File: src/rtl/mem_arb_pkg.sv
// rtl/mem_arb_pkg.sv - shared defaults and FSM state type for the memory arbiter
package mem_arb_pkg;

   localparam int ARB_ADDR_W       = 32;
   localparam int ARB_DATA_W       = 32;
   localparam int ARB_TIMEOUT      = 16;
   localparam int ARB_MAX_D_STREAK = 4;

   typedef enum logic [1:0] {
      ST_IDLE    = 2'd0,
      ST_GRANT_D = 2'd1,
      ST_GRANT_I = 2'd2
   } arb_state_t;

endpackage

File: src/rtl/arb_timer.sv
// rtl/arb_timer.sv - grant watchdog; expired is high in the last allowed grant cycle
module arb_timer #(
   parameter int TIMEOUT = 16
) (
   input  logic clk,
   input  logic rst_n,
   input  logic i_enable,
   input  logic i_clear,
   output logic o_expired
);

   localparam int CNT_W = $clog2(TIMEOUT + 1);

   logic [CNT_W-1:0] r_count;

   always_ff @(posedge clk) begin
      if (!rst_n) begin
         r_count <= '0;
      end else if (i_clear) begin
         r_count <= '0;
      end else if (i_enable && !o_expired) begin
         r_count <= r_count + 1'b1;
      end
   end

   assign o_expired = (r_count == CNT_W'(TIMEOUT - 1));

endmodule

File: src/rtl/mem_arbiter.sv
// rtl/mem_arbiter.sv - fetch/data arbiter in front of a single-port unified memory
module mem_arbiter
   import mem_arb_pkg::*;
#(
   parameter int ADDR_W       = ARB_ADDR_W,
   parameter int DATA_W       = ARB_DATA_W,
   parameter int TIMEOUT      = ARB_TIMEOUT,
   parameter int MAX_D_STREAK = ARB_MAX_D_STREAK
) (
   input  logic              clk,
   input  logic              rst_n,
   input  logic              i_req,
   input  logic [ADDR_W-1:0] i_addr,
   output logic [DATA_W-1:0] i_rdata,
   output logic              i_ready,
   input  logic              d_req,
   input  logic              d_we,
   input  logic [ADDR_W-1:0] d_addr,
   input  logic [DATA_W-1:0] d_wdata,
   output logic [DATA_W-1:0] d_rdata,
   output logic              d_ready,
   output logic              mem_req,
   output logic              mem_we,
   output logic [ADDR_W-1:0] mem_addr,
   output logic [DATA_W-1:0] mem_wdata,
   input  logic [DATA_W-1:0] mem_rdata,
   input  logic              mem_ack,
   output logic              stall_f,
   output logic              stall_m,
   output logic              err_timeout
);

   localparam int STREAK_W = $clog2(MAX_D_STREAK + 1);

   arb_state_t          r_state;
   arb_state_t          w_state_next;
   logic [STREAK_W-1:0] r_streak;
   logic                r_mem_we;
   logic [ADDR_W-1:0]   r_mem_addr;
   logic [DATA_W-1:0]   r_mem_wdata;
   logic [DATA_W-1:0]   r_i_rdata;
   logic [DATA_W-1:0]   r_d_rdata;
   logic                r_i_ready;
   logic                r_d_ready;
   logic                r_err_timeout;

   logic w_in_grant;
   logic w_expired;
   logic w_done;
   logic w_turnaround;
   logic w_i_pend;
   logic w_d_pend;
   logic w_streak_full;
   logic w_take_d;
   logic w_take_i;

   assign w_in_grant    = (r_state != ST_IDLE);
   assign w_done        = w_in_grant & (mem_ack | w_expired);
   assign w_i_pend      = i_req & ~r_i_ready;
   assign w_d_pend      = d_req & ~r_d_ready;
   assign w_streak_full = (r_streak >= STREAK_W'(MAX_D_STREAK));
   // The completion cycle is a turnaround: no grant is issued while either ready
   // pulses, so a port that keeps its request up re-arbitrates on equal terms.
   assign w_turnaround  = r_i_ready | r_d_ready;

   arb_timer #(
      .TIMEOUT(TIMEOUT)
   ) u_timer (
      .clk      (clk),
      .rst_n    (rst_n),
      .i_enable (w_in_grant),
      .i_clear  (~w_in_grant),
      .o_expired(w_expired)
   );

   always_ff @(posedge clk) begin
      if (!rst_n) begin
         r_state <= ST_IDLE;
      end else begin
         r_state <= w_state_next;
      end
   end

   always_comb begin
      w_state_next = r_state;
      w_take_d     = 1'b0;
      w_take_i     = 1'b0;
      case (r_state)
         ST_IDLE: begin
            if (!w_turnaround) begin
               if (w_d_pend && !(w_i_pend && w_streak_full)) begin
                  w_take_d     = 1'b1;
                  w_state_next = ST_GRANT_D;
               end else if (w_i_pend) begin
                  w_take_i     = 1'b1;
                  w_state_next = ST_GRANT_I;
               end
            end
         end
         ST_GRANT_D, ST_GRANT_I: begin
            if (w_done) begin
               w_state_next = ST_IDLE;
            end
         end
         default: w_state_next = ST_IDLE;
      endcase
   end

   always_ff @(posedge clk) begin
      if (!rst_n) begin
         r_streak      <= '0;
         r_mem_we      <= 1'b0;
         r_mem_addr    <= '0;
         r_mem_wdata   <= '0;
         r_i_rdata     <= '0;
         r_d_rdata     <= '0;
         r_i_ready     <= 1'b0;
         r_d_ready     <= 1'b0;
         r_err_timeout <= 1'b0;
      end else begin
         r_i_ready <= 1'b0;
         r_d_ready <= 1'b0;

         if (!i_req || w_take_i) begin
            r_streak <= '0;
         end else if (w_take_d && !w_streak_full) begin
            r_streak <= r_streak + 1'b1;
         end

         if (w_take_d) begin
            r_mem_we    <= d_we;
            r_mem_addr  <= d_addr;
            r_mem_wdata <= d_wdata;
         end else if (w_take_i) begin
            r_mem_we    <= 1'b0;
            r_mem_addr  <= i_addr;
            r_mem_wdata <= '0;
         end

         // A timed-out access completes with zero data and never reaches memory.
         if (w_done) begin
            if (r_state == ST_GRANT_I) begin
               r_i_ready <= 1'b1;
               r_i_rdata <= mem_ack ? mem_rdata : '0;
            end else begin
               r_d_ready <= 1'b1;
               if (!r_mem_we) begin
                  r_d_rdata <= mem_ack ? mem_rdata : '0;
               end
            end
            if (!mem_ack) begin
               r_err_timeout <= 1'b1;
            end
         end
      end
   end

   assign mem_req     = w_in_grant;
   assign mem_we      = r_mem_we & w_in_grant;
   assign mem_addr    = r_mem_addr;
   assign mem_wdata   = r_mem_wdata;
   assign i_rdata     = r_i_rdata;
   assign d_rdata     = r_d_rdata;
   assign i_ready     = r_i_ready;
   assign d_ready     = r_d_ready;
   assign err_timeout = r_err_timeout;
   assign stall_f     = i_req & ~r_i_ready;
   assign stall_m     = d_req & ~r_d_ready;

endmodule

File: config.mk
export PLATFORM = sky130hd
export DESIGN_NAME = mem_arbiter
export DESIGN_NICKNAME = d
export VERILOG_FILES = /design/src/rtl/mem_arb_pkg.sv /design/src/rtl/arb_timer.sv /design/src/rtl/mem_arbiter.sv
export SDC_FILE = /design/constraint.sdc
export NUM_CORES = 1
export LEC_CHECK = 0
export ABC_AREA = 1
export CAP_MARGIN = 20
export CORE_MARGIN = 2
export CORE_UTILIZATION = 39
export DETAILED_ROUTE_END_ITERATION = 16
export MAX_ROUTING_LAYER = met4
export PLACE_DENSITY = 0.78
export SETUP_SLACK_MARGIN = 0.3
export SLEW_MARGIN = 20
export SYNTH_ARGS = -nofsm -noshare
export SYNTH_HDL_FRONTEND = slang
export SYNTH_SLANG_ARGS = --single-unit
File: constraint.sdc
create_clock -name clk -period 1.8 [get_ports clk]
set_clock_uncertainty 0.15 [all_clocks]
set_input_delay 0.36 -clock clk [delete_from_list [all_inputs] [get_ports clk]]
set_output_delay 0.36 -clock clk [all_outputs]
set_load 0.01 [all_outputs]
==> flow_metrics.tcl <==
set metrics [dict create \
    synth_top_area_frac 0.451 \
    rsz0062_at_grt "yes" \
    core_mm2 0.0158 \
    ys_seq_elements 142 \
    place.detailed.hpwl_mm 13.9 \
    synth_cell_types 26 \
    final_common_cell "nand2_1" \
    ff2ff_path_depth 11 \
    yosysTopAreaCell "dfxtp_1" \
    clk_pin_slew_ps 60 \
    syn_nets 1049 \
    clock_sinks 142 \
    critical_path_class "flop to flop" \
    rows 46 \
    ys.warnings.count 0 \
    cts_max_path_buffers 2 \
    drtIter0Drc 427 \
    whs_path_depth 2 \
    wl_per_cell_um 18.3 \
    grt_pass1_wl_mm 34.5 \
    die_x_um 131 \
    fmax_ghz 0.529 \
    routed_wl_mm 26.6 \
    drt-vias-per-instance 5.17 \
    r2r-end "mem_addr[27]" \
    start_kind "flop" \
    gp_congestion 0.805 \
    reg2reg_from "r_state[0]" \
    cts_tree "built" \
    chipHeight_um 131 \
    antenna_found_initial 0 \
    fin_cells 1459 \
    finalMaxSlewViolations 0 \
    syn_avg_cell_area_um2 6.93 \
    ys_seq_area_frac 0.451 \
    setup_viol 45 \
    drive_gt1_frac 0.418 \
    postRouteAntennaNets 0 \
    drc 0 \
    insertedDiodeCount 0 \
    stdcell_area_mm2 0.0118 \
    powerDensity_mw_per_mm2 1630 \
    root_buffer "clkbuf_16" \
    dieArea_mm2 0.0172 \
    syn_inst 909 \
    grt-ovfl-total 0 \
    min-delay-start "i_rdata[28]" \
    ir_drop_uv 840 \
    max_slew_margin 0.631 \
    fin_ws_ps -91.8 \
    cap_violations 0 \
    cts_hold_buf 0 \
    place_area_mm2 0.00947 \
    grtUsageTotal 0.265 \
    area_delta_synth_final_pct 87.2 \
    setup_tns_ps -1330 \
    cts-htree-levels 4 \
    rrSetupSlack_ps -90 \
    vias 7542 \
    pin_count 269 \
    start_util 0.398 \
    worst_slew_pin_slew_ps 553 \
    synth_area_leaders "dfxtp_1, nand2_1, a21oi_1" \
    grt_max_degree 48 \
    end_kind "flop" \
    final_cell_mix "nand2_1, clkdlybuf4s50_1, buf_2" \
    port_buffers 268 \
    worstSkewPairLatency_ps 410 \
    grt_pass1_vias 6937 \
    crit_fanout 8 \
    dp_slack_ps -319 \
    violations "setup timing" \
    final_period_minus_worst_setup_slack_ps 1890 \
    layout.nets 1370 \
    hold_class "flop to flop" \
    required_ps 1950 \
    netlist_area_mm2 0.00630 \
    status "finished, violations left" \
    crit_arrival_ps 2040 \
    placed_cells 1371 \
    cts_made_buffers 17 \
    finalHoldViolCount 0 \
    firstDrtPassIters 5 \
    min_period_over_period 1.05 \
    leakage_nw 5.27 \
    holdPathEnd "i_rdata[28]" \
]
[power by group]
group | internal (mW) | leakage, nW | switching (mW) | total [mW]
combinational | 5.50 | 3.81 | 5.71 | 11.2
sequential | 3.90 | 1.17 | 0.452 | 4.36
clock | 2.22 | 0.290 | 1.42 | 3.65
[metrics by stage]
step	hold WS [ps]	util	total power, mW
after global placement	295	0.598	10.9
after detailed placement	302	0.598	11.1
after global routing	323	0.745	20.1
after CTS	306	0.678	16.7
final	305	0.745	19.2
after floorplan	291	-	8.24
[worst max path at each step]
stage	start	to	slack [ps]	depth (start not counted)
after floorplan	u_timer.r_count[0]	i_rdata[10]	130	10
after global placement	d_req	stall_m	-290	4
after detailed placement	i_req	stall_f	-320	4
after CTS	u_timer.r_count[1]	i_rdata[29]	1	10
after global routing	r_state[0]	mem_addr[27]	-180	11
final	r_state[0]	mem_addr[27]	-90	11
[synthesized netlist by cell type, drive strengths merged]
master	instances
ha	6
nand3	104
inv	87
nor3	6
o21ai	5
buf	45
a31oi	1
clkbuf	22
nor2	113
dfxtp	142
nand2	238
o21a	1
nand4	2
nand3b	33
o21bai	1
a21oi	103
[cell type report]
class                      instances  area [µm²]
inverter                          87         340
clock inverter                    13         163
multi-input combinational        613        3870
clock buffer                      19         443
timing repair buffer             369        3810
sequential                       142        2890
fill                            1127        4040
tap                              216         270
[sequential cells by signal, indices dropped and copies added (netlist names), 2 cells and up]
| register | cells |
|---|---|
| u_timer.r_count | 5 |
| r_streak | 3 |
| mem_addr | 32 |
| d_rdata | 32 |
| i_rdata | 32 |
| mem_wdata | 32 |
| r_state | 2 |
[cell families (layout without fill, tap and decap cells)]
kind of cell / after synthesis / in the layout / share of synthesized area
buf+inv: 154 / 488 / 0.104
fa+ha+maj: 6 / 6 / 0.0119
flops: 142 / 142 / 0.451
simple gates: 496 / 496 / 0.343
compound gates: 111 / 111 / 0.0898
[worst max-delay path, cell delays in order (launching register included)]
cell and delay (ps):
dfxtp_2 320, inv_2 70, ha_4 150, buf_6 120, nand4_4 180, buf_6 180, buf_16 160, buf_16 160
nand2_2 50, nand2_1 50, nor2_1 100, nor2_1 70
[metal layers]
| metal | vias up | wire length [µm] | share of wire | global-route usage |
|---|---|---|---|---|
| met5 | - | 0 | 0 | - |
| met2 | 376 | 13600 | 0.51 | 0.470 |
| met1 | 3534 | 9710 | 0.36 | 0.289 |
| met3 | 91 | 2270 | 0.085 | 0.0641 |
| li1 | 3541 | - | - | - |
| met4 | 0 | 1030 | 0.039 | 0.0951 |
[repair_timing]
action | 4_1_cts | 5_1_grt
setup buffers | 11 | 12
gates cloned | 16 | 17
pin swaps | 77 | 103
resized for setup | 624 | 272
endpoints found under the setup margin | 273 | 199
No activity file was read; power rests on OpenSTA's default activity.
